[config.mk]
export PLATFORM = sky130hd
export DESIGN_NAME = mem_sub1
export DESIGN_NICKNAME = d
export VERILOG_FILES = /design/src/rtl/mem_sub1_pkg.sv /design/src/rtl/mem_sub1_req_fsm.sv /design/src/rtl/mem_sub1.sv
export SDC_FILE = /design/constraint.sdc
export NUM_CORES = 1
export LEC_CHECK = 0
export BUFFER_PORTS_ARGS = -buffer_cell sky130_fd_sc_hd__buf_4
export CAP_MARGIN = 10
export CORE_MARGIN = 10
export CORE_UTILIZATION = 47
export CTS_CLUSTER_DIAMETER = 200
export DETAILED_ROUTE_END_ITERATION = 16
export GPL_TIMING_DRIVEN = 1
export HOLD_SLACK_MARGIN = 0.03
export PLACE_DENSITY_LB_ADDON = 0.2
export SETUP_SLACK_MARGIN = 0.02
export SLEW_MARGIN = 25
export SYNTH_ARGS = -nofsm -noshare
export SYNTH_HDL_FRONTEND = slang
export SYNTH_SLANG_ARGS = --single-unit
[constraint.sdc]
create_clock -name clk -period 2.4 [get_ports clk]
set_input_delay 0.12 -clock clk [delete_from_list [all_inputs] [get_ports clk]]
set_output_delay 0.12 -clock clk [all_outputs]
set_load 0.02 [all_outputs]
[src/rtl/mem_sub1_pkg.sv]
// Shared definitions for the first memory stage (M1S): bus widths, the
// packed layout of the EX->M1S / M1S->M2S bus, request FSM encodings and
// a helper that assembles the forwarding bus.
package mem_sub1_pkg;

  localparam int ES_TO_M1S_BUS1_WD = 76;
  localparam int M1S_TO_M2S_BUS_WD = 76;
  localparam int M1S_FWD_BUS_WD    = 40;

  // Request FSM: IDLE (no outstanding work), REQ (driving the SRAM request),
  // ISSUED (address accepted, waiting for the entry to leave).
  typedef enum logic [1:0] {
    IDLE   = 2'd0,
    REQ    = 2'd1,
    ISSUED = 2'd2
  } m1s_state_e;

  // Field layout shared by es_to_m1s_bus and m1s_to_m2s_bus (MSB first).
  typedef struct packed {
    logic        first;
    logic [3:0]  rf_wen;
    logic        res_from_mem;
    logic        gr_we;
    logic [4:0]  dest;
    logic [31:0] result;
    logic [31:0] pc;
  } m1s_bus_t;

  // Forwarding bus seen by decode: {valid, gr_we, is_load, dest, result}.
  function automatic logic [M1S_FWD_BUS_WD-1:0] packFwd(
    input logic        valid,
    input logic        grWe,
    input logic        isLoad,
    input logic [4:0]  dest,
    input logic [31:0] result
  );
    return {valid, grWe, isLoad, dest, result};
  endfunction

endpackage

[src/rtl/mem_sub1_req_fsm.sv]
// Load-request sequencer for M1S. Tracks whether the resident entry still has
// to present its address to the data SRAM, has already had it accepted, or
// needs nothing, and derives the stage's ready_go from that.
module m1s_req_fsm
  import mem_sub1_pkg::*;
(
  input  logic clk,
  input  logic reset,
  input  logic i_latch,
  input  logic i_latch_is_load,
  input  logic i_leave,
  input  logic i_valid,
  input  logic i_res_from_mem,
  input  logic i_addr_ok,
  output logic o_req,
  output logic o_ready_go
);

  m1s_state_e r_state;
  m1s_state_e w_next;

  // State register; reset abandons any outstanding address handshake.
  always_ff @(posedge clk) begin
    if (reset) begin
      r_state <= IDLE;
    end else begin
      r_state <= w_next;
    end
  end

  // Next state: a newly latched entry decides first, then a departing entry
  // returns to IDLE, otherwise REQ advances only on address acceptance.
  always_comb begin
    w_next = r_state;
    if (i_latch) begin
      w_next = i_latch_is_load ? REQ : IDLE;
    end else if (i_leave) begin
      w_next = IDLE;
    end else begin
      case (r_state)
        REQ:     if (i_addr_ok) w_next = ISSUED;
        default: w_next = r_state;
      endcase
    end
  end

  // The request is a pure decode of registered state so addr_ok never loops
  // back into it; ISSUED keeps it low even if M2S stalls for a long time.
  assign o_req = i_valid & (r_state == REQ);

  // A load may move on in the very cycle its address is accepted.
  assign o_ready_go = !i_res_from_mem | (r_state == ISSUED) |
                      ((r_state == REQ) & i_addr_ok);

endmodule

[src/rtl/mem_sub1.sv]
// First memory stage (M1S). Registers the EX result, issues exactly one data
// SRAM read request per load, drives the forwarding bus for decode and hands
// the entry to M2S. Optional stall counter enabled by MEM_SUB1_STALL_CNT_EN.
module mem_sub1
  import mem_sub1_pkg::*;
#(
  parameter int CNT_W = 32
) (
  input  logic                         clk,
  input  logic                         reset,
  input  logic                         es_to_m1s_valid,
  input  logic [ES_TO_M1S_BUS1_WD-1:0] es_to_m1s_bus,
  output logic                         m1s_allowin,
  input  logic                         m2s_allowin,
  output logic                         m1s_to_m2s_valid,
  output logic [M1S_TO_M2S_BUS_WD-1:0] m1s_to_m2s_bus,
  output logic [M1S_FWD_BUS_WD-1:0]    m1s_fwd_bus,
  output logic                         data_sram_req,
  output logic                         data_sram_wr,
  output logic [1:0]                   data_sram_size,
  output logic [31:0]                  data_sram_addr,
  input  logic                         data_sram_addr_ok,
  output logic [CNT_W-1:0]             m1s_stall_cnt
);

  logic     r_m1s_valid;
  m1s_bus_t r_bus;
  m1s_bus_t w_in_bus;
  logic     w_ready_go;
  logic     w_latch;
  logic     w_leave;
  logic     w_req;

  assign w_in_bus = m1s_bus_t'(es_to_m1s_bus);

  assign m1s_allowin      = !r_m1s_valid | (w_ready_go & m2s_allowin);
  assign w_latch          = es_to_m1s_valid & m1s_allowin;
  assign m1s_to_m2s_valid = r_m1s_valid & w_ready_go;
  assign w_leave          = m1s_to_m2s_valid & m2s_allowin;

  // Stage valid flag follows the upstream valid whenever the stage can accept.
  always_ff @(posedge clk) begin
    if (reset) begin
      r_m1s_valid <= 1'b0;
    end else if (m1s_allowin) begin
      r_m1s_valid <= es_to_m1s_valid;
    end
  end

  // Payload register only moves on a real latch, so it stays put under stall.
  always_ff @(posedge clk) begin
    if (reset) begin
      r_bus <= '0;
    end else if (w_latch) begin
      r_bus <= w_in_bus;
    end
  end

  m1s_req_fsm u_req_fsm (
    .clk             (clk),
    .reset           (reset),
    .i_latch         (w_latch),
    .i_latch_is_load (w_in_bus.res_from_mem),
    .i_leave         (w_leave),
    .i_valid         (r_m1s_valid),
    .i_res_from_mem  (r_bus.res_from_mem),
    .i_addr_ok       (data_sram_addr_ok),
    .o_req           (w_req),
    .o_ready_go      (w_ready_go)
  );

  assign data_sram_req  = w_req;
  assign data_sram_wr   = 1'b0;
  assign data_sram_size = 2'b10;
  assign data_sram_addr = r_bus.result;

  assign m1s_to_m2s_bus = r_bus;

  // Decode must stall on a dest match while is_load is set; data is not ready.
  assign m1s_fwd_bus = packFwd(r_m1s_valid, r_bus.gr_we, r_bus.res_from_mem,
                               r_bus.dest, r_bus.result);

`ifdef MEM_SUB1_STALL_CNT_EN
  logic [CNT_W-1:0] r_stall_cnt;

  // Count cycles spent requesting without acceptance; saturates, reset-only clear.
  always_ff @(posedge clk) begin
    if (reset) begin
      r_stall_cnt <= '0;
    end else if (w_req && !data_sram_addr_ok && (r_stall_cnt != '1)) begin
      r_stall_cnt <= r_stall_cnt + CNT_W'(1);
    end
  end

  assign m1s_stall_cnt = r_stall_cnt;
`else
  assign m1s_stall_cnt = '0;
`endif

endmodule

Yosys cells after proc, flatten, opt, wreduce, memory -nomap -nowiden. Index checks and enable logic that the tools add are counted.

Reduce and logical (&&, ||, !) cells: 5. Bitwise operators: 9. Equal/unequal tests: 2. Mux-type cells: 5.

Operators by type and width (number): $mux W2 (4); $and A1 B1 Y1 (6); $reduce_bool A3 Y1 (2); $or A1 B1 Y1 (3); $eq A2 B1 Y1 const B (1); $eq A2 B2 Y1 const B (1); $logic_not A1 Y1 (2); $reduce_and A2 Y1 (1); $mux W1 (1).

Bits of input ports: 81. Output and inout bits: 186. Register bits after elaboration: 79.

Logic depth before layout (Yosys ltp). Gate-level depths: netlist of the first run.

Word-level depth: 8. Mapped depth: 5. Mapped depth without buffers: 3.

By module. A second synthesis of the first run with hierarchy kept.

Cells, all modules: 459. Area, all modules: 4371.7 µm².

By module, submodules not included: mem_sub1 (area an instance 4269.1 µm², cells each 447, times used 1); m1s_req_fsm (area an instance 102.6 µm², cells each 12, times used 1).

Worst setup path before layout of the first run. Ideal clock, no wire load.

Path kind: reg2reg. Start: register r_m1s_valid. End: register r_bus (netlist bit m1s_fwd_bus[37]). Stages on the path, launching flop included: 5. Arrival time: 1.416 ns. Buffers on the path: 1. Setup slack: 0.861 ns. Cell sequence: dfxtp_1 > and2_1 > a311oi_2 > buf_6 > mux2_1.

Word-level cells in the longest chain between the ends: 3.

RTL lines: start, declared (RTL line mem_sub1.sv:26) `logic r_m1s_valid;`; start signal, assigned (RTL line mem_sub1.sv:46) `r_m1s_valid <= es_to_m1s_valid;`; $logic_not A1 Y1 (RTL line mem_sub1.sv:36) `assign m1s_allowin = !r_m1s_valid | (w_ready_go & m2s_allowin);`; $or A1 B1 Y1 (RTL line mem_sub1.sv:36); $and A1 B1 Y1 (RTL line mem_sub1.sv:37) `assign w_latch = es_to_m1s_valid & m1s_allowin;`; end signal, assigned (RTL line mem_sub1.sv:55) `r_bus <= w_in_bus;`; end, declared (RTL line mem_sub1.sv:27) `m1s_bus_t r_bus;`.

No other way between the ends. A chain may end at the register's enable or synchronous reset.

Worst setup path after layout of the first run. Same ends and word-level chain as after synthesis.

==> run_summary.xml, run 1 <==
<?xml version="1.0" encoding="UTF-8"?>
<metrics>
  <group name="outcome">
    <metric name="status" unit="">finished, final reports clean</metric>
  </group>
  <group name="grt">
    <metric name="grt_max_degree" unit="">83</metric>
    <metric name="grt_overflow_total" unit="">0</metric>
    <metric name="grt_resource_usage_total" unit="%">17.6</metric>
    <metric name="grt_pass1_wl" unit="mm">18.9</metric>
    <metric name="first_global_vias" unit="">3597</metric>
    <metric name="number_of_antenna_violations_at_the_first_check_in_global_routing" unit="">0</metric>
  </group>
  <group name="pwr">
    <metric name="total_leakage_power" unit="nW">3.03</metric>
    <metric name="power.clock.fraction" unit="%">30.1</metric>
    <metric name="switching_share" unit="%">30.7</metric>
    <metric name="combPwrFrac" unit="%">28.6</metric>
    <metric name="power.net_switching" unit="mW">1.10</metric>
    <metric name="power.share.sequential" unit="%">41.3</metric>
    <metric name="cellPowerDensity" unit="nW/µm²">577</metric>
    <metric name="max-vdd-ir-drop" unit="V">0.000306</metric>
    <metric name="power.internal" unit="mW">2.49</metric>
    <metric name="report.power.total" unit="mW">3.59</metric>
  </group>
  <group name="place">
    <metric name="gpl.final_weighted_congestion" unit="">0.784</metric>
    <metric name="placement.cell_area" unit="µm²">5490</metric>
    <metric name="hpwlAfterDp" unit="mm">9.24</metric>
    <metric name="placedCellCount" unit="">706</metric>
    <metric name="place.port_buffers" unit="">231</metric>
  </group>
  <group name="detailed_routing">
    <metric name="drtAntennaViolNets" unit="">0</metric>
    <metric name="dr_total_vias" unit="">3484</metric>
    <metric name="first_pass_iteration_count_of_the_detailed_router" unit="">4</metric>
    <metric name="avgRoutedWirePerCell" unit="µm">16.5</metric>
    <metric name="avgViaCountPerCell" unit="">4.50</metric>
    <metric name="drt-initial-drc-count" unit="">162</metric>
    <metric name="drc" unit="">0</metric>
    <metric name="finalWirelength" unit="mm">12.8</metric>
  </group>
  <group name="clock_tree">
    <metric name="cts.sinks" unit="">79</metric>
    <metric name="clk_root_buffer_cell" unit="">sky130_fd_sc_hd__clkbuf_8</metric>
    <metric name="post_cts.resized_instances" unit="">0</metric>
    <metric name="clkTransAtPathRegs" unit="ns">0.08</metric>
    <metric name="clock_buffer_count_from_cts" unit="">9</metric>
    <metric name="worst_skew_pair.late_latency" unit="ns">0.35</metric>
    <metric name="h-tree-depth" unit="">3</metric>
    <metric name="post_cts.repair.setup_buffers" unit="">0</metric>
    <metric name="max-clock-path-buffers" unit="">2</metric>
    <metric name="tritoncts" unit="">done</metric>
  </group>
  <group name="critical_path">
    <metric name="cpMaxStageDelayCell" unit="">sky130_fd_sc_hd__dfxtp_1</metric>
    <metric name="setup.worst_path.end_class" unit="">flip-flop</metric>
    <metric name="cpPeakStageDelay" unit="ns">0.36</metric>
    <metric name="worst-endpoint-arrival" unit="ns">2.01</metric>
    <metric name="critical_path_peak_fanout" unit="">53</metric>
    <metric name="reg2reg_slack" unit="ns">0.62</metric>
    <metric name="worst-r2r-cell-count" unit="">4</metric>
    <metric name="worstReg2RegEnd" unit="">m1s_fwd_bus[37]</metric>
    <metric name="critPathKind" unit="">reg2reg</metric>
    <metric name="worstPathRequired" unit="ns">2.63</metric>
    <metric name="cell_chain_critical_path" unit="">and2_1 &gt; a311oi_4 &gt; buf_12 &gt; mux2_1</metric>
    <metric name="r2r-start" unit="">r_m1s_valid</metric>
    <metric name="critical_path.startpoint_type" unit="">flip-flop</metric>
  </group>
  <group name="sta">
    <metric name="final.min_clock_period" unit="ns">1.78</metric>
    <metric name="worstMarginPinSlew" unit="ns">0.593</metric>
    <metric name="layout_worst_path_cycle_share" unit="%">74.3</metric>
    <metric name="worst_clock_skew" unit="ns">0.00902</metric>
    <metric name="grt_setup_unrepaired" unit="">no</metric>
    <metric name="drv_slew" unit="">0</metric>
    <metric name="finalSetupViolCount" unit="">0</metric>
    <metric name="slew_headroom" unit="%">60.4</metric>
    <metric name="hold_viol_final" unit="">0</metric>
    <metric name="setup-tns-final" unit="ns">0</metric>
    <metric name="achievable-frequency" unit="MHz">561</metric>
  </group>
  <group name="synth">
    <metric name="yosys-mux-area-fraction" unit="%">17.4</metric>
    <metric name="synth_top_family_by_area" unit="">simple AND/OR/NAND/NOR gates</metric>
    <metric name="synth_compound_gate_area_share" unit="%">1.29</metric>
    <metric name="syn_area_per_cell" unit="µm²">9.50</metric>
    <metric name="yosys.cell_types.count" unit="">21</metric>
    <metric name="synth-xor-area-share" unit="%">0</metric>
    <metric name="seq_total_area_yosys" unit="%">36.1</metric>
    <metric name="synth_cell_area" unit="µm²">4380</metric>
    <metric name="register_bit_total_from_synthesis" unit="">79</metric>
    <metric name="post_synthesis_cells" unit="">461</metric>
    <metric name="synth-warning-count" unit="">0</metric>
    <metric name="synth_simple_gate_area_share" unit="%">23.3</metric>
    <metric name="synth-adder-area-share" unit="%">0</metric>
  </group>
  <group name="floorplan">
    <metric name="fp.coreArea" unit="µm²">9150</metric>
    <metric name="rows" unit="">35</metric>
    <metric name="die_h" unit="µm">117</metric>
    <metric name="fp.dieArea" unit="µm²">13600</metric>
    <metric name="die_width" unit="µm">117</metric>
    <metric name="io-pin-count" unit="">267</metric>
    <metric name="initial_utilization" unit="%">47.8</metric>
  </group>
  <group name="finish">
    <metric name="fin_area" unit="µm²">6220</metric>
    <metric name="area.growth.synth_to_final" unit="%">42.0</metric>
    <metric name="num-nets-final" unit="">739</metric>
    <metric name="count_of_inserted_antenna_diode_cells" unit="">0</metric>
    <metric name="layout-drive-gt1-share" unit="%">37.7</metric>
    <metric name="fillerInstances" unit="">709</metric>
    <metric name="fin_cells" unit="">774</metric>
  </group>
  <group name="worst_hold_path">
    <metric name="whs_endpoint" unit="">data_sram_addr[21]</metric>
    <metric name="hold_path_depth" unit="">3</metric>
    <metric name="hp-start" unit="">es_to_m1s_bus[53]</metric>
    <metric name="min-delay-path-class" unit="">in2reg</metric>
  </group>
  <group name="job">
    <metric name="cap_violations" unit="">0</metric>
  </group>
</metrics>
## routing by layer
metal  track usage (%)  vias up  share of wire, %
met5                 0        -                 0
met4              5.42        0               1.3
met3              10.0       15                13
met2              29.8      167                49
met1              18.1     1583                37
li1                  -     1719                 -
## synth_stat cells
master,instances,area (µm²)
sky130_fd_sc_hd__and2_1,2,12.5
sky130_fd_sc_hd__nor2_1,2,7.51
sky130_fd_sc_hd__o2bb2ai_1,1,8.76
sky130_fd_sc_hd__buf_4,112,841
sky130_fd_sc_hd__nand3_1,1,5.00
sky130_fd_sc_hd__nor3_1,1,5.00
sky130_fd_sc_hd__nand2_1,1,3.75
sky130_fd_sc_hd__nand2b_1,152,951
sky130_fd_sc_hd__clkbuf_1,17,63.8
sky130_fd_sc_hd__mux2i_1,75,751
sky130_fd_sc_hd__a21bo_2,1,10.0
sky130_fd_sc_hd__dfxtp_1,79,1580
sky130_fd_sc_hd__mux2_1,1,11.3
sky130_fd_sc_hd__nor2b_1,3,18.8
sky130_fd_sc_hd__nand3b_1,2,15.0
sky130_fd_sc_hd__conb_1,2,7.51
sky130_fd_sc_hd__a311oi_1,2,17.5
sky130_fd_sc_hd__inv_1,1,3.75
sky130_fd_sc_hd__a311oi_2,1,15.0
sky130_fd_sc_hd__buf_6,4,45.0
sky130_fd_sc_hd__a21oi_1,1,5.00
## stage by stage
step	util [%]	setup WS, ns	hold WS, ns
CTS	67.6	0.592	0.0301
detailed placement	59.9	0.608	0.362
floorplan	-	0.861	0.239
global placement	59.9	0.655	0.353
finish	68.0	0.617	0.0445
global route	68.0	0.512	0.0301
## cell families (layout without fill, tap and decap cells)
logic type / Yosys count / count (layout)
flip-flops: 79 / 79
buffers and inverters: 134 / 303
multiplexers: 76 / 76
AO/OA/AOI/OAI: 6 / 6
AND/OR/NAND/NOR: 164 / 164
other: 2 / 35
## worst max-delay path: cells and delay by family, from the launching register on
family | cells | cell delay [ns]
flip-flops | 1 | 0.36
AO/OA/AOI/OAI | 1 | 0.36
buffers and inverters | 1 | 0.36
multiplexers | 1 | 0.36
AND/OR/NAND/NOR | 1 | 0.22
## power groups by stage
stage	sequential (mW)	clock [mW]	combinational, mW
floorplan	1.61	0	0.581
global placement	1.51	0	0.949
detailed placement	1.51	0	0.959
CTS	1.48	1.12	1.02
global route	1.50	1.17	1.09
finish	1.48	1.08	1.03
## state kept, by name (all words and copies together) (netlist names)
register,count
u_req_fsm.r_state,2
r_m1s_valid,1
data_sram_addr,32
m1s_to_m2s_bus,37
m1s_fwd_bus,7
## worst max path at each step
stage / startpoint / end / slack, ns / cells past startpoint
2_1_floorplan: r_m1s_valid / m1s_fwd_bus[37] / 0.86 / 4
3_3_place_gp: r_m1s_valid / m1s_fwd_bus[37] / 0.65 / 4
3_5_place_dp: r_m1s_valid / m1s_fwd_bus[37] / 0.61 / 4
4_1_cts: r_m1s_valid / m1s_fwd_bus[37] / 0.59 / 4
5_1_grt: r_m1s_valid / m1s_fwd_bus[37] / 0.51 / 4
6_report: r_m1s_valid / m1s_fwd_bus[37] / 0.62 / 4
## layout make-up
cell class              count  area (µm²)  area share (%)
clock buffers              11         131            2.11
flip-flops and latches     79        1580            25.4
repair buffers            286        2300            37.0
well taps                 111         139            2.23
clock inverters             5        82.6            1.33
multi-input cells         281        1980            31.8
inverters                   1        3.75          0.0603
## what timing repair did
item / 4_1_cts / 5_1_grt
hold buffers: 49 / 3
endpoints found under the hold margin: 49 / 3
setup endpoints to repair: 0 / 0
## cell usage in the layout (no fill, tap or decap), types with 2 or more instances in the layout
| cell | instances |
|---|---|
| sky130_fd_sc_hd__a311oi_1 | 2 |
| sky130_fd_sc_hd__mux2i_1 | 75 |
| sky130_fd_sc_hd__bufinv_16 | 2 |
| sky130_fd_sc_hd__conb_1 | 35 |
| sky130_fd_sc_hd__clkinv_4 | 2 |
| sky130_fd_sc_hd__nor2_1 | 2 |
| sky130_fd_sc_hd__nor2b_1 | 3 |
| sky130_fd_sc_hd__dfxtp_1 | 79 |
| sky130_fd_sc_hd__nand3b_1 | 2 |
| sky130_fd_sc_hd__clkbuf_1 | 2 |
| sky130_fd_sc_hd__nand2b_1 | 152 |
| sky130_fd_sc_hd__clkbuf_8 | 9 |
| sky130_fd_sc_hd__and2_1 | 2 |
| sky130_fd_sc_hd__buf_4 | 232 |
| sky130_fd_sc_hd__buf_12 | 2 |
| sky130_fd_sc_hd__dlygate4sd3_1 | 52 |
Power figures use the tool's default switching activity.
==> inputs of run 2 (changes only) <==
--- a/config.mk
+++ b/config.mk
@@ -8,7 +8,7 @@
 export BUFFER_PORTS_ARGS = -buffer_cell sky130_fd_sc_hd__buf_4
 export CAP_MARGIN = 10
 export CORE_MARGIN = 10
-export CORE_UTILIZATION = 47
+export CORE_UTILIZATION = 39
 export CTS_CLUSTER_DIAMETER = 200
 export DETAILED_ROUTE_END_ITERATION = 16
 export GPL_TIMING_DRIVEN = 1
==> constraint.sdc (replaced) <==
create_clock -name clk -period 1.4 [get_ports clk]
set_input_delay 0.07 -clock clk [delete_from_list [all_inputs] [get_ports clk]]
set_output_delay 0.07 -clock clk [all_outputs]
set_load 0.02 [all_outputs]
==> run 2 against run 1 <==
The run now ends with negative setup slack left. Clock skew is 0.0038 ns lower. Sequential cell count stayed put. Final cell count is 10% higher. Critical path depth is 2 higher. Count of clock-buffer cells in the layout is 2 higher. Critical path type unchanged. Critical endpoint is now m1s_to_m2s_bus[11]. Highest routed layer unchanged.
==> run_summary.xml, run 2 (synthesized netlist as in run 1, its figures left out) <==
<?xml version="1.0" encoding="UTF-8"?>
<metrics>
  <group name="sta">
    <metric name="drv_slew" unit="">0</metric>
    <metric name="worst_clock_skew" unit="ns">0.00519</metric>
    <metric name="achievable-frequency" unit="MHz">642</metric>
    <metric name="worst_hold_check_slack" unit="ns">0.0443</metric>
    <metric name="layout_worst_path_cycle_share" unit="%">111</metric>
    <metric name="final.min_clock_period" unit="ns">1.56</metric>
    <metric name="setup-tns-final" unit="ns">-7.57</metric>
    <metric name="grt_setup_unrepaired" unit="">yes</metric>
    <metric name="hold_viol_final" unit="">0</metric>
    <metric name="layout_setup_ws" unit="ns">-0.158</metric>
    <metric name="finalSetupViolCount" unit="">77</metric>
  </group>
  <group name="critical_path">
    <metric name="critical_path.startpoint_type" unit="">flip-flop</metric>
    <metric name="setup.worst_path.end_class" unit="">flip-flop</metric>
    <metric name="critPathKind" unit="">reg2reg</metric>
    <metric name="worst-endpoint-arrival" unit="ns">1.82</metric>
    <metric name="worstPathRequired" unit="ns">1.66</metric>
    <metric name="critical_path_peak_fanout" unit="">12</metric>
  </group>
  <group name="floorplan">
    <metric name="io-pin-count" unit="">267</metric>
    <metric name="die_h" unit="µm">126</metric>
    <metric name="initial_utilization" unit="%">40.0</metric>
    <metric name="fp.coreArea" unit="µm²">10900</metric>
    <metric name="fp.dieArea" unit="µm²">15900</metric>
    <metric name="rows" unit="">38</metric>
    <metric name="die_width" unit="µm">126</metric>
  </group>
  <group name="clock_tree">
    <metric name="clk_root_buffer_cell" unit="">sky130_fd_sc_hd__clkbuf_16</metric>
    <metric name="cts.sinks" unit="">79</metric>
    <metric name="tritoncts" unit="">done</metric>
    <metric name="worst_skew_pair.late_latency" unit="ns">0.33</metric>
    <metric name="clkTransAtPathRegs" unit="ns">0.06</metric>
    <metric name="h-tree-depth" unit="">3</metric>
    <metric name="clock_buffer_count_from_cts" unit="">9</metric>
    <metric name="max-clock-path-buffers" unit="">2</metric>
  </group>
  <group name="pwr">
    <metric name="max-vdd-ir-drop" unit="V">0.000581</metric>
    <metric name="cellPowerDensity" unit="nW/µm²">1000</metric>
    <metric name="total_leakage_power" unit="nW">3.32</metric>
    <metric name="report.power.total" unit="mW">6.89</metric>
  </group>
  <group name="detailed_routing">
    <metric name="finalWirelength" unit="mm">13.2</metric>
    <metric name="avgViaCountPerCell" unit="">4.22</metric>
    <metric name="drc" unit="">0</metric>
    <metric name="avgRoutedWirePerCell" unit="µm">15.5</metric>
    <metric name="drt-initial-drc-count" unit="">113</metric>
    <metric name="dr_total_vias" unit="">3594</metric>
    <metric name="first_pass_iteration_count_of_the_detailed_router" unit="">4</metric>
    <metric name="drtAntennaViolNets" unit="">0</metric>
  </group>
  <group name="place">
    <metric name="placement.cell_area" unit="µm²">5760</metric>
    <metric name="placedCellCount" unit="">758</metric>
    <metric name="gpl.final_weighted_congestion" unit="">0.773</metric>
    <metric name="place_ws" unit="ns">-0.132</metric>
    <metric name="place.port_buffers" unit="">231</metric>
    <metric name="hpwlAfterDp" unit="mm">9.72</metric>
  </group>
  <group name="finish">
    <metric name="post-route-util" unit="%">62.8</metric>
    <metric name="num-nets-final" unit="">787</metric>
    <metric name="fin_area" unit="µm²">6870</metric>
    <metric name="final_common_cell" unit="">sky130_fd_sc_hd__buf_4</metric>
    <metric name="largest_register_ffs" unit="">37</metric>
    <metric name="fin_cells" unit="">852</metric>
    <metric name="final_cell_mix" unit="">sky130_fd_sc_hd__buf_4, sky130_fd_sc_hd__nand2b_1, sky130_fd_sc_hd__dfxtp_1</metric>
    <metric name="layout-drive-gt1-share" unit="%">39.7</metric>
    <metric name="area.growth.synth_to_final" unit="%">56.8</metric>
  </group>
  <group name="grt">
    <metric name="grt_resource_usage_total" unit="%">15.8</metric>
    <metric name="grt_overflow_total" unit="">0</metric>
    <metric name="first_global_vias" unit="">3938</metric>
    <metric name="grt_pass1_wl" unit="mm">21.0</metric>
    <metric name="grt_max_degree" unit="">53</metric>
    <metric name="number_of_antenna_violations_at_the_first_check_in_global_routing" unit="">1</metric>
  </group>
  <group name="job">
    <metric name="cap_violations" unit="">0</metric>
  </group>
  <group name="worst_hold_path">
    <metric name="min-delay-path-class" unit="">in2reg</metric>
  </group>
  <group name="outcome">
    <metric name="failed_checks" unit="">negative setup slack</metric>
    <metric name="status" unit="">finished with violations</metric>
  </group>
</metrics>
run 2: cell types whose count changed in the layout (fill, tap and decap cells not counted), moves of 3 or more:
cell                            previous run  this run
sky130_fd_sc_hd__buf_12                    2         6
sky130_fd_sc_hd__buf_4                   232       250
sky130_fd_sc_hd__buf_6                     0         3
sky130_fd_sc_hd__clkbuf_16                 0         9
sky130_fd_sc_hd__clkbuf_8                  9         3
sky130_fd_sc_hd__dlygate4sd3_1            52        75
run 2: path summary, 6_finish.rpt:
kind / startpoint / endpoint / slack [ns] / depth (start not counted)
max: u_req_fsm.r_state[1] / m1s_to_m2s_bus[11] / -0.16 / 6
min: es_to_m1s_bus[27] / m1s_to_m2s_bus[27] / 0.04 / 3
max reg2reg: u_req_fsm.r_state[1] / m1s_to_m2s_bus[11] / -0.16 / 6
min reg2reg: m1s_to_m2s_bus[28] / m1s_to_m2s_bus[28] / 0.47 / 2
run 2: critical path: stages (launching register included):
cell and delay [ns]:
sky130_fd_sc_hd__dfxtp_4 0.35, sky130_fd_sc_hd__nand3b_1 0.21, sky130_fd_sc_hd__a311oi_4 0.28, sky130_fd_sc_hd__buf_4 0.18, sky130_fd_sc_hd__buf_6 0.12, sky130_fd_sc_hd__buf_12 0.15, sky130_fd_sc_hd__mux2i_1 0.19
run 2: final cells by class:
type | count | area [µm²]
clock inverter | 3 | 40.0
fill | 892 | 4070
multi-input combinational | 281 | 2010
clock buffer | 13 | 270
sequential | 79 | 1590
tap | 140 | 175
antenna | 1 | 2.50
inverter | 1 | 3.75
timing repair buffer | 334 | 2780
run 2: routing by layer:
metal,GRT usage (%),vias up,routed length [µm],share of wire [%]
li1,-,1811,-,-
met3,6.75,16,1370,10
met5,0,-,0,0
met4,5.76,0,211,1.6
met2,28.1,158,6590,50
met1,16.1,1609,5010,38
run 2: timing repair:
action / in CTS / in global routing
pin swaps: 3 / 0
gates resized for setup: 5 / 3
setup endpoints to repair: 77 / 78
setup buffers: 1 / 1
hold endpoints to repair: 75 / 0
hold buffers: 75 / 0
run 2: power breakdown:
part,internal (mW),switching [mW],total [mW]
combinational,0.973,0.940,1.91
clock,1.52,0.906,2.43
sequential,2.41,0.137,2.55
total,4.91,1.98,6.89
==> inputs of run 3 (changes only) <==
--- a/config.mk
+++ b/config.mk
@@ -12,7 +12,7 @@
 export CTS_CLUSTER_DIAMETER = 200
 export DETAILED_ROUTE_END_ITERATION = 16
 export GPL_TIMING_DRIVEN = 1
-export HOLD_SLACK_MARGIN = 0.03
+export HOLD_SLACK_MARGIN = 0.12
 export PLACE_DENSITY_LB_ADDON = 0.2
 export SETUP_SLACK_MARGIN = 0.02
 export SLEW_MARGIN = 25
==> run 3 against run 2 <==
The run still ends with negative setup slack left. Clock skew about the same. Critical path type unchanged. Critical endpoint is now data_sram_addr[6]. Clock power about the same. Sequential power about the same. Wire length up 2.9%.
==> run_summary.xml, run 3 (synthesized netlist as in run 1, its figures left out) <==
<?xml version="1.0" encoding="UTF-8"?>
<metrics>
  <group name="outcome">
    <metric name="status" unit="">finished with violations</metric>
    <metric name="failed_checks" unit="">negative setup slack</metric>
  </group>
  <group name="critical_path">
    <metric name="critical_path.startpoint_type" unit="">flip-flop</metric>
    <metric name="critPathKind" unit="">reg2reg</metric>
    <metric name="critical_path_peak_fanout" unit="">7</metric>
    <metric name="worst-r2r-cell-count" unit="">5</metric>
    <metric name="worst-endpoint-arrival" unit="ns">1.83</metric>
    <metric name="worstPathRequired" unit="ns">1.66</metric>
    <metric name="setup.worst_path.end_class" unit="">flip-flop</metric>
  </group>
  <group name="finish">
    <metric name="largest_register_ffs" unit="">37</metric>
    <metric name="fillerInstances" unit="">870</metric>
    <metric name="layout-drive-gt1-share" unit="%">39.8</metric>
    <metric name="fin_cells" unit="">859</metric>
    <metric name="area.growth.synth_to_final" unit="%">60.5</metric>
    <metric name="final_cell_mix" unit="">sky130_fd_sc_hd__buf_4, sky130_fd_sc_hd__nand2b_1, sky130_fd_sc_hd__dlygate4sd3_1</metric>
    <metric name="final_common_cell" unit="">sky130_fd_sc_hd__buf_4</metric>
    <metric name="num-nets-final" unit="">794</metric>
    <metric name="fin_area" unit="µm²">7030</metric>
  </group>
  <group name="sta">
    <metric name="worst_hold_check_slack" unit="ns">0.154</metric>
    <metric name="worst_clock_skew" unit="ns">0.00512</metric>
    <metric name="final.min_clock_period" unit="ns">1.57</metric>
    <metric name="grt_setup_unrepaired" unit="">yes</metric>
    <metric name="achievable-frequency" unit="MHz">637</metric>
    <metric name="finalSetupViolCount" unit="">77</metric>
    <metric name="drv_slew" unit="">0</metric>
    <metric name="layout_worst_path_cycle_share" unit="%">112</metric>
    <metric name="hold_viol_final" unit="">0</metric>
    <metric name="layout_setup_ws" unit="ns">-0.170</metric>
  </group>
  <group name="pwr">
    <metric name="cellPowerDensity" unit="nW/µm²">991</metric>
    <metric name="max-vdd-ir-drop" unit="V">0.000600</metric>
    <metric name="total_leakage_power" unit="nW">3.40</metric>
    <metric name="report.power.total" unit="mW">6.97</metric>
  </group>
  <group name="clock_tree">
    <metric name="worst_skew_pair.late_latency" unit="ns">0.33</metric>
    <metric name="clkTransAtPathRegs" unit="ns">0.06</metric>
    <metric name="clk_root_buffer_cell" unit="">sky130_fd_sc_hd__clkbuf_16</metric>
    <metric name="max-clock-path-buffers" unit="">2</metric>
    <metric name="tritoncts" unit="">done</metric>
    <metric name="cts.sinks" unit="">79</metric>
    <metric name="clock_buffer_count_from_cts" unit="">9</metric>
    <metric name="h-tree-depth" unit="">3</metric>
  </group>
  <group name="detailed_routing">
    <metric name="dr_total_vias" unit="">3617</metric>
    <metric name="avgRoutedWirePerCell" unit="µm">15.8</metric>
    <metric name="avgViaCountPerCell" unit="">4.21</metric>
    <metric name="drc" unit="">0</metric>
    <metric name="finalWirelength" unit="mm">13.6</metric>
    <metric name="drtAntennaViolNets" unit="">0</metric>
    <metric name="first_pass_iteration_count_of_the_detailed_router" unit="">4</metric>
    <metric name="drt-initial-drc-count" unit="">109</metric>
  </group>
  <group name="floorplan">
    <metric name="die_h" unit="µm">126</metric>
    <metric name="rows" unit="">38</metric>
    <metric name="fp.dieArea" unit="µm²">15900</metric>
    <metric name="fp.coreArea" unit="µm²">10900</metric>
    <metric name="die_width" unit="µm">126</metric>
    <metric name="io-pin-count" unit="">267</metric>
    <metric name="initial_utilization" unit="%">40.0</metric>
  </group>
  <group name="place">
    <metric name="placedCellCount" unit="">758</metric>
    <metric name="placement.cell_area" unit="µm²">5760</metric>
    <metric name="gpl.final_weighted_congestion" unit="">0.773</metric>
    <metric name="hpwlAfterDp" unit="mm">9.72</metric>
    <metric name="place.port_buffers" unit="">231</metric>
  </group>
  <group name="grt">
    <metric name="grt_max_degree" unit="">53</metric>
    <metric name="first_global_vias" unit="">3945</metric>
    <metric name="grt_pass1_wl" unit="mm">21.1</metric>
    <metric name="grt_overflow_total" unit="">0</metric>
    <metric name="grt_resource_usage_total" unit="%">15.8</metric>
    <metric name="number_of_antenna_violations_at_the_first_check_in_global_routing" unit="">1</metric>
  </group>
  <group name="worst_hold_path">
    <metric name="min-delay-path-class" unit="">in2reg</metric>
    <metric name="hold_path_depth" unit="">3</metric>
  </group>
  <group name="job">
    <metric name="cap_violations" unit="">0</metric>
  </group>
</metrics>
## run 3: cell types whose count changed in the layout (fill, tap and decap cells not counted)
cell	before	now
sky130_fd_sc_hd__dlygate4sd3_1	75	78
sky130_fd_sc_hd__clkbuf_16	9	14
sky130_fd_sc_hd__buf_6	3	7
sky130_fd_sc_hd__buf_4	250	245
## run 3: layer usage
layer | up-vias | share of wire (%) | track usage, %
met2 | 160 | 50 | 28.1
met3 | 17 | 10 | 6.75
met5 | - | 0 | 0
met1 | 1617 | 38 | 16.2
met4 | 0 | 1.7 | 5.76
li1 | 1823 | - | -
## run 3: power breakdown
group | switching [mW] | internal, mW | leakage (nW)
clock network | 0.909 | 1.52 | 0.156
registers | 0.137 | 2.41 | 0.652
logic | 0.959 | 1.03 | 2.59
## run 3: critical path, cell delays in order (launching register included)
cell and delay [ns]:
sky130_fd_sc_hd__dfxtp_4 0.35, sky130_fd_sc_hd__nand3b_1 0.21, sky130_fd_sc_hd__a311oi_4 0.36, sky130_fd_sc_hd__buf_6 0.22, sky130_fd_sc_hd__clkbuf_16 0.17, sky130_fd_sc_hd__mux2i_1 0.18
## run 3: layout make-up
class | count | area [µm²] | area share [%]
repair buffers | 341 | 2940 | 41.9
multi-input cells | 281 | 2010 | 28.5
flip-flops and latches | 79 | 1590 | 22.6
clock buffers | 13 | 270 | 3.85
well taps | 140 | 175 | 2.49
clock inverters | 3 | 40.0 | 0.570
inverters | 1 | 3.75 | 0.0534
diodes | 1 | 2.50 | 0.0356
## run 3: timing repair
item,CTS,global route
cloned,0,5
pin swaps,3,0
hold buffers,78,0
resized for setup,5,7
hold endpoints to repair,78,0
endpoints found under the setup margin,77,78
setup buffers,1,0
## run 3: final timing paths
check	slack (ns)	end	start
max	-0.17	data_sram_addr[6]	u_req_fsm.r_state[1]
min	0.15	u_req_fsm.r_state[0]	es_to_m1s_bus[70]
max reg2reg	-0.17	data_sram_addr[6]	u_req_fsm.r_state[1]
min reg2reg	0.47	m1s_to_m2s_bus[31]	m1s_to_m2s_bus[31]
## run 3: through the flow
step	setup TNS (ns)	utilization, %	setup WS, ns
5_1_grt	-15.48	64.3	-0.235
3_5_place_dp	-6.76	52.6	-0.132
2_1_floorplan	-2.79	-	-0.107
6_report	-9.86	64.3	-0.170
3_3_place_gp	-3.34	52.6	-0.0650
4_1_cts	-8.30	62.8	-0.153
